$ cat src/rtl/fft_pkg.sv
// ---------------------------------------------------------------------------
// fft_pkg
//   Shared definitions for the radix-2 DIF FFT control slice.
//   - LOG2N_DEF : default log2 of the FFT length
//   - IDLE..DONE: state encodings of the butterfly sequencer, plus the enum
//                 type built on them
//   - bitrev()  : reverses the low nbits of a value. Bins leave the in-place
//                 DIF in bit-reversed order, and the reader uses this to
//                 reorder them.
// ---------------------------------------------------------------------------
package fft_pkg;

    localparam int LOG2N_DEF = 4;

    localparam logic [2:0] IDLE   = 3'd0;
    localparam logic [2:0] READ   = 3'd1;
    localparam logic [2:0] LAUNCH = 3'd2;
    localparam logic [2:0] WAIT   = 3'd3;
    localparam logic [2:0] WRITE  = 3'd4;
    localparam logic [2:0] DONE   = 3'd5;

    typedef enum logic [2:0] {
        ST_IDLE   = IDLE,
        ST_READ   = READ,
        ST_LAUNCH = LAUNCH,
        ST_WAIT   = WAIT,
        ST_WRITE  = WRITE,
        ST_DONE   = DONE
    } state_t;

    function automatic logic [31:0] bitrev(input logic [31:0] x, input int nbits);
        logic [31:0] r;
        logic [31:0] y;
        r = '0;
        y = x;
        for (int i = 0; i < 32; i++) begin
            if (i < nbits) begin
                r = {r[30:0], y[0]};
                y = y >> 1;
            end
        end
        return r;
    endfunction

endpackage

$ cat src/rtl/fft_bf_sequencer_if.sv
// ---------------------------------------------------------------------------
// fft_bf_sequencer_if
//   The RAM-side and butterfly-side bus of the FFT butterfly sequencer.
//   master : the sequencer (drives RAM strobes/addresses, twiddle index,
//            bf_start; samples bf_valid)
//   slave  : the RAM / twiddle ROM / butterfly side
//   Signals:
//     mem_rd_en, mem_rd_addr_a, mem_rd_addr_b : RAM read port (A/B wings)
//     tw_addr                                 : twiddle ROM index
//     bf_start, bf_valid                      : butterfly start_calc/data_valid
//     mem_wr_en, mem_wr_addr_a, mem_wr_addr_b : RAM write-back (D->a, E->b)
// ---------------------------------------------------------------------------
interface fft_bf_sequencer_if
    import fft_pkg::*;
#(
    parameter int LOG2N = LOG2N_DEF
);
    logic             mem_rd_en;
    logic [LOG2N-1:0] mem_rd_addr_a;
    logic [LOG2N-1:0] mem_rd_addr_b;
    logic [LOG2N-2:0] tw_addr;
    logic             bf_start;
    logic             bf_valid;
    logic             mem_wr_en;
    logic [LOG2N-1:0] mem_wr_addr_a;
    logic [LOG2N-1:0] mem_wr_addr_b;

    modport master (
        output mem_rd_en, mem_rd_addr_a, mem_rd_addr_b, tw_addr,
        output bf_start, mem_wr_en, mem_wr_addr_a, mem_wr_addr_b,
        input  bf_valid
    );

    modport slave (
        input  mem_rd_en, mem_rd_addr_a, mem_rd_addr_b, tw_addr,
        input  bf_start, mem_wr_en, mem_wr_addr_a, mem_wr_addr_b,
        output bf_valid
    );
endinterface

$ cat src/rtl/fft_addr_gen.sv
// ---------------------------------------------------------------------------
// fft_addr_gen
//   Combinational address generator for one in-place radix-2 DIF butterfly.
//   Ports:
//     s  (in)  stage index 0..LOG2N-1
//     k  (in)  butterfly index 0..N/2-1 within the stage
//     a  (out) upper-wing sample address
//     b  (out) lower-wing sample address (a + span)
//     tw (out) twiddle ROM index
//   With span = N >> (s+1): pos = k mod span, grp = k / span,
//   a = grp*2*span + pos, tw = pos << s.
// ---------------------------------------------------------------------------
module fft_addr_gen
    import fft_pkg::*;
#(
    parameter int LOG2N = LOG2N_DEF
) (
    input  logic [LOG2N-1:0] s,
    input  logic [LOG2N-2:0] k,
    output logic [LOG2N-1:0] a,
    output logic [LOG2N-1:0] b,
    output logic [LOG2N-2:0] tw
);
    localparam logic [LOG2N-1:0] HALF  = {1'b1, {(LOG2N-1){1'b0}}};
    localparam logic [LOG2N-2:0] KMASK = '1;
    localparam logic [LOG2N-1:0] S_MAX = LOG2N'(LOG2N - 1);

    logic [LOG2N-1:0] span;
    logic [LOG2N-1:0] s_inv;
    logic [LOG2N-2:0] pos;
    logic [LOG2N-2:0] grp;

    always_comb begin
        span  = HALF >> s;
        s_inv = S_MAX - s;
        // span-1 is the low (LOG2N-1-s) bits of k
        pos   = k & (KMASK >> s);
        grp   = k >> s_inv;
        // grp << (LOG2N - s), split so no shift amount mixes widths
        a     = (({1'b0, grp} << s_inv) << 1) | {1'b0, pos};
        b     = a + span;
        tw    = pos << s;
    end
endmodule

$ cat src/rtl/fft_bf_sequencer.sv
// ---------------------------------------------------------------------------
// fft_bf_sequencer
//   Control-side initiator of the butterfly start_calc/data_valid handshake.
//   Walks an in-place radix-2 DIF FFT over a 2^LOG2N sample RAM. Each
//   butterfly runs READ -> LAUNCH -> WAIT.. -> WRITE. After the last
//   butterfly of the last stage it spends one DONE cycle before IDLE.
//   Ports:
//     clk, rst_n : clock (rising edge), asynchronous active-low reset
//     start      : 1-cycle run request, dropped unless IDLE
//     busy       : accepted start .. DONE cycle inclusive
//     done       : 1-cycle completion pulse (not raised on abort)
//     err        : sticky WAIT timeout flag, cleared by the next accepted start
//     stage      : current stage index (debug)
//     bus        : RAM / twiddle / butterfly bus (master side)
// ---------------------------------------------------------------------------
module fft_bf_sequencer
    import fft_pkg::*;
#(
    parameter int LOG2N    = LOG2N_DEF,
    parameter int WAIT_MAX = 31
) (
    input  logic               clk,
    input  logic               rst_n,
    input  logic               start,
    output logic               busy,
    output logic               done,
    output logic               err,
    output logic [LOG2N-1:0]   stage,
    fft_bf_sequencer_if.master bus
);
    localparam int               KW        = LOG2N - 1;
    localparam int               TMR_W     = $clog2(WAIT_MAX + 1);
    localparam logic [KW-1:0]    K_LAST    = '1;
    localparam logic [KW-1:0]    K_ONE     = KW'(1);
    localparam logic [LOG2N-1:0] S_LAST    = LOG2N'(LOG2N - 1);
    localparam logic [LOG2N-1:0] S_ONE     = LOG2N'(1);
    localparam logic [TMR_W-1:0] TMR_LAST  = TMR_W'(WAIT_MAX - 1);
    localparam logic [TMR_W-1:0] TMR_ONE   = TMR_W'(1);

    state_t           state_q, state_d;
    logic [LOG2N-1:0] s_q;
    logic [KW-1:0]    k_q;
    logic [TMR_W-1:0] timer_q;
    logic             err_q;

    logic [LOG2N-1:0] a_w, b_w;
    logic [KW-1:0]    tw_w;
    logic [LOG2N-1:0] a_p0, b_p0;
    logic [KW-1:0]    tw_p0;

    logic             accept;
    logic             timeout;
    logic             last_bf;

    fft_addr_gen #(.LOG2N(LOG2N)) u_addr_gen (
        .s  (s_q),
        .k  (k_q),
        .a  (a_w),
        .b  (b_w),
        .tw (tw_w)
    );

    always_comb begin
        state_d           = state_q;
        accept            = 1'b0;
        timeout           = 1'b0;
        last_bf           = (k_q == K_LAST) && (s_q == S_LAST);
        busy              = 1'b1;
        done              = 1'b0;
        bus.mem_rd_en     = 1'b0;
        bus.mem_rd_addr_a = '0;
        bus.mem_rd_addr_b = '0;
        bus.tw_addr       = '0;
        bus.bf_start      = 1'b0;
        bus.mem_wr_en     = 1'b0;
        bus.mem_wr_addr_a = '0;
        bus.mem_wr_addr_b = '0;
        case (state_q)
            ST_IDLE: begin
                busy = 1'b0;
                if (start) begin
                    accept  = 1'b1;
                    state_d = ST_READ;
                end
            end
            ST_READ: begin
                bus.mem_rd_en     = 1'b1;
                bus.mem_rd_addr_a = a_w;
                bus.mem_rd_addr_b = b_w;
                bus.tw_addr       = tw_w;
                state_d           = ST_LAUNCH;
            end
            ST_LAUNCH: begin
                bus.tw_addr  = tw_p0;
                bus.bf_start = 1'b1;
                state_d      = ST_WAIT;
            end
            ST_WAIT: begin
                bus.tw_addr = tw_p0;
                // bf_valid wins over a timeout landing in the same cycle
                if (bus.bf_valid) begin
                    state_d = ST_WRITE;
                end else if (timer_q == TMR_LAST) begin
                    timeout = 1'b1;
                    state_d = ST_IDLE;
                end
            end
            ST_WRITE: begin
                bus.mem_wr_en     = 1'b1;
                bus.mem_wr_addr_a = a_p0;
                bus.mem_wr_addr_b = b_p0;
                state_d           = last_bf ? ST_DONE : ST_READ;
            end
            ST_DONE: begin
                done    = 1'b1;
                state_d = ST_IDLE;
            end
            default: begin
                busy    = 1'b0;
                state_d = ST_IDLE;
            end
        endcase
    end

    always_ff @(posedge clk or negedge rst_n) begin
        if (!rst_n) begin
            state_q <= ST_IDLE;
            s_q     <= '0;
            k_q     <= '0;
            timer_q <= '0;
            err_q   <= 1'b0;
        end else begin
            state_q <= state_d;
            if (accept) begin
                s_q   <= '0;
                k_q   <= '0;
                err_q <= 1'b0;
            end
            if (timeout) begin
                err_q <= 1'b1;
            end
            if (state_q == ST_LAUNCH) begin
                timer_q <= '0;
            end else if (state_q == ST_WAIT) begin
                timer_q <= timer_q + TMR_ONE;
            end
            if (state_q == ST_WRITE) begin
                if (k_q == K_LAST) begin
                    k_q <= '0;
                    // wrap after the final stage so stage stays in 0..LOG2N-1
                    s_q <= (s_q == S_LAST) ? '0 : s_q + S_ONE;
                end else begin
                    k_q <= k_q + K_ONE;
                end
            end
        end
    end

    // ---- stage p0: butterfly addresses captured at READ for write-back ----
    always_ff @(posedge clk) begin
        if (state_q == ST_READ) begin
            a_p0  <= a_w;
            b_p0  <= b_w;
            tw_p0 <= tw_w;
        end
    end

    assign err   = err_q;
    assign stage = s_q;

endmodule

$ cat src/flat_wrapper.sv
// flat-port wrapper written by rule: the top's interface ports become plain ports
module fft_bf_sequencer_flat import fft_pkg::*;
#(
    parameter int LOG2N    = LOG2N_DEF,
    parameter int WAIT_MAX = 31
)
  (clk, rst_n, start, busy, done, err, stage, bus_mem_rd_en, bus_mem_rd_addr_a, bus_mem_rd_addr_b, bus_tw_addr, bus_bf_start, bus_mem_wr_en, bus_mem_wr_addr_a, bus_mem_wr_addr_b, bus_bf_valid);
  fft_bf_sequencer_if #(.LOG2N(LOG2N)) bus_i ();
  input  logic clk;
  input  logic rst_n;
  input  logic start;
  output logic busy;
  output logic done;
  output logic err;
  output logic [LOG2N-1:0] stage;
  output wire logic [$bits(bus_i.mem_rd_en)-1:0] bus_mem_rd_en;
  output wire logic [$bits(bus_i.mem_rd_addr_a)-1:0] bus_mem_rd_addr_a;
  output wire logic [$bits(bus_i.mem_rd_addr_b)-1:0] bus_mem_rd_addr_b;
  output wire logic [$bits(bus_i.tw_addr)-1:0] bus_tw_addr;
  output wire logic [$bits(bus_i.bf_start)-1:0] bus_bf_start;
  output wire logic [$bits(bus_i.mem_wr_en)-1:0] bus_mem_wr_en;
  output wire logic [$bits(bus_i.mem_wr_addr_a)-1:0] bus_mem_wr_addr_a;
  output wire logic [$bits(bus_i.mem_wr_addr_b)-1:0] bus_mem_wr_addr_b;
  input wire logic [$bits(bus_i.bf_valid)-1:0] bus_bf_valid;
  assign bus_mem_rd_en = bus_i.mem_rd_en;
  assign bus_mem_rd_addr_a = bus_i.mem_rd_addr_a;
  assign bus_mem_rd_addr_b = bus_i.mem_rd_addr_b;
  assign bus_tw_addr = bus_i.tw_addr;
  assign bus_bf_start = bus_i.bf_start;
  assign bus_mem_wr_en = bus_i.mem_wr_en;
  assign bus_mem_wr_addr_a = bus_i.mem_wr_addr_a;
  assign bus_mem_wr_addr_b = bus_i.mem_wr_addr_b;
  assign bus_i.bf_valid = bus_bf_valid;
  fft_bf_sequencer #(.LOG2N(LOG2N), .WAIT_MAX(WAIT_MAX)) u_core (.clk(clk), .rst_n(rst_n), .start(start), .busy(busy), .done(done), .err(err), .stage(stage), .bus(bus_i));
endmodule
$ cat config.mk
export PLATFORM = sky130hd
export DESIGN_NAME = fft_bf_sequencer_flat
export DESIGN_NICKNAME = d
export VERILOG_FILES = /design/src/rtl/fft_pkg.sv /design/src/rtl/fft_bf_sequencer_if.sv /design/src/rtl/fft_addr_gen.sv /design/src/rtl/fft_bf_sequencer.sv /design/src/flat_wrapper.sv
export SDC_FILE = /design/constraint.sdc
export NUM_CORES = 1
export LEC_CHECK = 0
export CAP_MARGIN = 10
export CORE_ASPECT_RATIO = 0.5
export CORE_MARGIN = 5
export CORE_UTILIZATION = 45
export DETAILED_ROUTE_END_ITERATION = 10
export PLACE_DENSITY = 0.85
export SYNTH_ARGS = -nofsm -noshare
export SYNTH_HDL_FRONTEND = slang
export SYNTH_SLANG_ARGS = --single-unit
$ cat constraint.sdc
create_clock -name clk -period 2.4 [get_ports clk]
set_input_delay 0.36 -clock clk [delete_from_list [all_inputs] [get_ports clk]]
set_output_delay 0.36 -clock clk [all_outputs]
set_load 0.05 [all_outputs]
# Word level (Yosys, flattened, before mapping)
# Cells that the tools add are included.
[totals]
ff_bits = 27
inputBits = 4
out_inout_bits = 29
wordCells = 69
[op_classes]
addsub = 5
eq_ne = 10
shifts = 5
mux = 31
bitwise = 2
reduce_logical = 8
[op_table]
columns = ["cell", "count"]
rows = [
  ["$mux 4", 8],
  ["$mux 3", 7],
  ["$pmux 3 s5", 1],
  ["$mux 1", 12],
  ["$mux 5", 2],
  ["$eq 3x3->1 const B", 3],
  ["$shl 3x4->3", 2],
  ["$eq 3x2->1 const B", 2],
  ["$pmux 3 s2", 1],
  ["$reduce_bool 2->1", 3],
  ["$add 5x1->5 const B", 1],
  ["$eq 5x5->1 const B", 1],
  ["$reduce_or 5->1", 1],
  ["$add 4x1->4 const B", 1],
  ["$add 4x4->4", 1],
  ["$eq 4x2->1 const B", 1],
  ["$or 4x3->4", 1],
  ["$shr 3x4->3", 1],
  ["$shr 3x4->3 const A", 1],
  ["$shr 4x4->4 const A", 1],
  ["$sub 2x4->4 const A", 1],
  ["$add 3x1->3 const B", 1],
  ["$and 3x3->3", 1],
  ["$eq 3x1->1 const B", 1],
  ["6 further kinds", 6],
]

# Logic depth before layout (Yosys ltp)
[logic_depth]
depth_word = 6
ltp_mapped = 11
ltp_nobuf = 10

# Cells and area by module
# A second synthesis with hierarchy kept.
[unflattened]
cells_unflattened = 156
area_unflattened_um2 = 1644.1
[modules_own_cells]
columns = ["module", "n_inst", "cells_each", "area_per_inst_um2", "seq_area_each_um2"]
rows = [
  ["fft_bf_sequencer", 1, 119, 1343.8, 730.7],
  ["fft_addr_gen", 1, 37, 300.3, 0.0],
]

# Worst setup path after synthesis
# Ideal clock, no wire load.
[synth_path]
kind = "register to output"
start = "reg u_core.s_q[3], in the netlist u_core.stage[3]"
end = "out bus_mem_rd_addr_b[3]"
t_arrival_ns = 3.063
required_time_ns = 2.040
slack_ns = -1.023
path_stages_with_launch = 11
path_cell_list = "dfrtp_1 > clkbuf_1 > inv_1 > ha_1 > nor2_1 > a32o_1 > ha_1 > a21oi_1 > nand2_1 > or4_1 > o21ai_1"
[synth_via]
elab_chain_len = 6
[synth_lines]
columns = ["item", "line", "source"]
rows = [
  ["start: declaration", "fft_bf_sequencer.sv:41", "logic [LOG2N-1:0] s_q;"],
  ["start signal: assignment", "fft_bf_sequencer.sv:151", "s_q <= (s_q == S_LAST) ? '0 : s_q + S_ONE;"],
  ["$sub 2x4->4", "fft_addr_gen.sv:35", "s_inv = S_MAX - s;"],
  ["$shr 3x4->3", "fft_addr_gen.sv:38", "grp = k >> s_inv;"],
  ["$shl 3x4->3", "fft_addr_gen.sv:40", "a = (({1'b0, grp} << s_inv) << 1) | {1'b0, pos};"],
  ["$or 4x3->4 *", "fft_addr_gen.sv:40", ""],
  ["named net u_core.a_w[2]", "fft_bf_sequencer.sv:46", "logic [LOG2N-1:0] a_w, b_w;"],
  ["$add 4x4->4 *", "fft_addr_gen.sv:41", "b = a + span;"],
  ["$mux 4 *", "fft_bf_sequencer.sv:78", "case (state_q)"],
  ["end: declaration", "flat_wrapper.sv:18", "output wire logic [$bits(bus_i.mem_rd_addr_b)-1:0] bus_mem_rd_addr_b;"],
]
# The timed path passes the listed nets; every way through them passes the cells marked *.

# Worst setup path in the final report
[layout_path]
start = "reg u_core.s_q[2], in the netlist u_core.stage[2]"
end = "out bus_mem_rd_addr_b[3]"
[layout_via]
elab_chain_len = 6
[layout_lines]
columns = ["item", "line"]
rows = [
  ["$sub 2x4->4", "fft_addr_gen.sv:35"],
  ["$shr 3x4->3", "fft_addr_gen.sv:38"],
  ["$shl 3x4->3", "fft_addr_gen.sv:40"],
  ["$or 4x3->4", "fft_addr_gen.sv:40"],
  ["$add 4x4->4 *", "fft_addr_gen.sv:41"],
  ["$mux 4 *", "fft_bf_sequencer.sv:78"],
]
# Mark *: on every way between the ends. The rest lies on a longest branch, timed or not.

==> flow_metrics.tcl <==
set metrics [dict create \
    vias 1564 \
    worstPathRequired_ns 2.04 \
    synth.area.top_cells "dfrtp_1 (24%), edfxtp_1 (20%), ha_1 (6.8%), a22o_1 (5.3%), and2_1 (5.3%)" \
    synth.cell_area_um2 1650 \
    antenna_found_initial 0 \
    grt_start_max_net_pins 17 \
    synthFlopType "dfrtp_1" \
    worst_slew_pin_slew_ns 0.733 \
    coreArea_um2 3490 \
    fin_ws_ns -0.490 \
    die_w_um 95.7 \
    skew_ns 0.00553 \
    gr-total-overflow 0 \
    insertion_delay_ns 0.28 \
    syn_nets 183 \
    hold_class "input port to asynchronous set/reset pin" \
    power.leakage_nw 1.17 \
    slew_headroom 0.510 \
    drv_cap 0 \
    antennaDiodeCount 0 \
    final_util 0.770 \
    path_buf_inv 5 \
    num_rows 15 \
    routed_wl_um 5090 \
    pwr_density_cell_nw_per_um2 1070 \
    period_needed_ns 2.89 \
    use_met1 0.234 \
    synth_top_cell_by_area "dfrtp_1" \
    pin_count 33 \
    die_h_um 52.9 \
    root_buffer "clkbuf_8" \
    drcViolationCount 0 \
    clock_path_buffers 2 \
    max_stage_delay_ns 0.45 \
    layout-drive-gt1-share 0.443 \
    syn_inst 169 \
    grtUsageMet3 0.0440 \
    seq_area_frac_synth 0.442 \
    busiest_layer "met2" \
    ctsHtreeMaxLevel 1 \
    critPathSlowestCell "dfrtp_2" \
    grtUsageMet2 0.407 \
    grt_pass1_vias 1557 \
    area_growth_pct 62.6 \
    setup_viol 3 \
    drv_slew 0 \
    dpl.hpwl_um 3180 \
    cp_max_fo 5 \
    worst-setup-path-type "flip-flop to output pin" \
    pwr-share-clk 0.095 \
    num-nets-final 245 \
    port-buffer-count 32 \
    yosysWarnings 0 \
    clk_pin_slew_ns 0.10 \
    violations "negative setup slack" \
    cts.sinks 27 \
    dieArea_um2 5060 \
    dr.pass1.iters 4 \
    critPathArrivalTime_ns 2.53 \
    pwr-share-seq 0.289 \
    fin_setup_tns_ns -1.24 \
    cp-end-kind "output pin" \
    synth-seq-cells 27 \
    stdcell_count 281 \
    rsz0062_at_grt "yes" \
    fin_crit_sh 1.20 \
    grt_pass1_wl_um 7940 \
    vdd_drop_max_v 0.000489 \
    timing.fmax_ghz 0.346 \
    p_sw_mw 1.32 \
    synth_top_cell_area_share 0.242 \
    synth_edf_count 11 \
    ys_types 44 \
    detail_route.vias_per_cell 5.57 \
    outcome "complete, but fails checks" \
    cp-start-kind "flip-flop" \
    gp_congestion 0.871 \
    cts_tree "done" \
    combinationalPowerShare 0.617 \
    p_sw_frac 0.460 \
    cp_common_cell "buf_4" \
    drt_iter0_drc 122 \
    syn_avg_cell_area_um2 9.79 \
    cts_hold_buf 0 \
    start_util 0.474 \
    finalHoldViolations 0 \
    antenna_left 0 \
    grt_util_all_layers 0.210 \
    placedCellCount 267 \
    numCtsBuffers 3 \
    path_cells "buf_4 -> buf_6 -> nor2_4 -> buf_4 -> nand3b_1 -> inv_2 -> ha_4 -> nand3_1 -> nand2_1 -> or4_4 -> o21ai_4 -> buf_12" \
    async_flop_share 0.593 \
    wl_per_cell_um 18.1 \
    critPathTopFamily "simple AND/OR/NAND/NOR gates" \
    p_int_mw 1.55 \
]
[sequential cells by signal, indices dropped and copies added (netlist names)]
name and flops:
u_core.timer_q 5, u_core.b_p0 4, u_core.state_q 3, u_core.stage 4, u_core.tw_p0 3, u_core.k_q 3
u_core.err 1, u_core.a_p0 4
[cells by family after synthesis]
kind of cell,count (synthesis),share of synthesized area
flops,27,0.442
simple gates,75,0.247
xor+xnor,3,0.0159
buf+inv,22,0.0635
compound gates,29,0.133
mux,3,0.0182
fa+ha+maj,10,0.0802
[routing by layer]
metal  share of wire  vias to the layer above
met5               0                        -
met3           0.064                       14
met2            0.53                       63
met1            0.39                      770
li1                -                      717
met4           0.022                        0
[Yosys cell counts (3+ instances only)]
cell type and number:
dfrtp_1 16, and2_1 14, nand2_1 13, nor2_1 12
edfxtp_1 11, inv_1 11, a22o_1 10, ha_1 9
nand3_1 7, nor3_1 7, clkbuf_1 5, and3_1 4
o21ai_0 4, a21oi_1 3, buf_2 3, mux2i_1 3
nand2b_1 3, nor2b_1 3
[through the flow]
stage          power [mW]  hold slack, ns  area [um^2]  worst slack, ns
6_report             2.86           0.507         2690           -0.490
5_1_grt              3.02           0.565         2690           -0.586
4_1_cts              2.75           0.533         2610           -0.473
3_5_place_dp         2.38           0.518         2460           -0.188
3_3_place_gp         2.32           0.507         2460           -0.125
2_1_floorplan        1.76          0.0644         1740           -0.344
[layout make-up]
class                      count  area [um^2]
clock buffer                   3         41.3
sequential                    27          738
clock inverter                 1         5.00
inverter                      11         47.5
multi-input combinational    120          983
timing repair buffer          68          810
fill                         200          802
tap                           51         63.8
[what timing repair did]
action | 4_1_cts | 5_1_grt
setup endpoints to repair | 3 | 11
buffers inserted | 6 | 4
pin swaps | 8 | 9
gates resized for setup | 13 | 11
[final timing paths]
| check | from | endpoint | slack (ns) | cells past startpoint |
|---|---|---|---|---|
| max in group asynchronous | rst_n | u_core.stage[1] | 1.39 | 1 |
| hold reg to reg | u_core.timer_q[1] | u_core.timer_q[1] | 0.54 | 2 |
| setup / recovery | u_core.stage[2] | bus_mem_rd_addr_b[3] | -0.49 | 12 |
| hold / removal | rst_n | u_core.stage[3] | 0.51 | 1 |
| setup reg to reg | u_core.stage[2] | u_core.b_p0[3] | 0.19 | 12 |
| min in group clk | u_core.timer_q[1] | u_core.timer_q[1] | 0.54 | 2 |
[layout by cell type, fill, tap and decap left out, types with 3 or more instances in the layout]
| cell type | n |
|---|---|
| a22o_1 | 10 |
| and2_1 | 13 |
| buf_12 | 22 |
| buf_4 | 37 |
| clkbuf_8 | 3 |
| clkdlybuf4s50_1 | 8 |
| dfrtp_1 | 10 |
| dfrtp_2 | 6 |
| edfxtp_1 | 11 |
| ha_1 | 5 |
| ha_4 | 4 |
| inv_1 | 6 |
| inv_2 | 3 |
| mux2i_1 | 3 |
| nand2_1 | 13 |
| nand2b_1 | 3 |
| nand3_1 | 7 |
| nor2_1 | 8 |
| nor2_4 | 4 |
| nor2b_1 | 3 |
| nor3_1 | 4 |
| nor3_2 | 3 |
| o21ai_0 | 4 |
[power by group through the flow]
| stage | logic (mW) | registers, mW | clock network [mW] |
|---|---|---|---|
| 2_1_floorplan | 0.972 | 0.792 | 0 |
| 3_5_place_dp | 1.56 | 0.827 | 0 |
| 5_1_grt | 1.86 | 0.857 | 0.301 |
| 4_1_cts | 1.66 | 0.818 | 0.276 |
| 3_3_place_gp | 1.51 | 0.815 | 0 |
| 6_report | 1.77 | 0.827 | 0.271 |
Power figures use the tool's default switching activity.
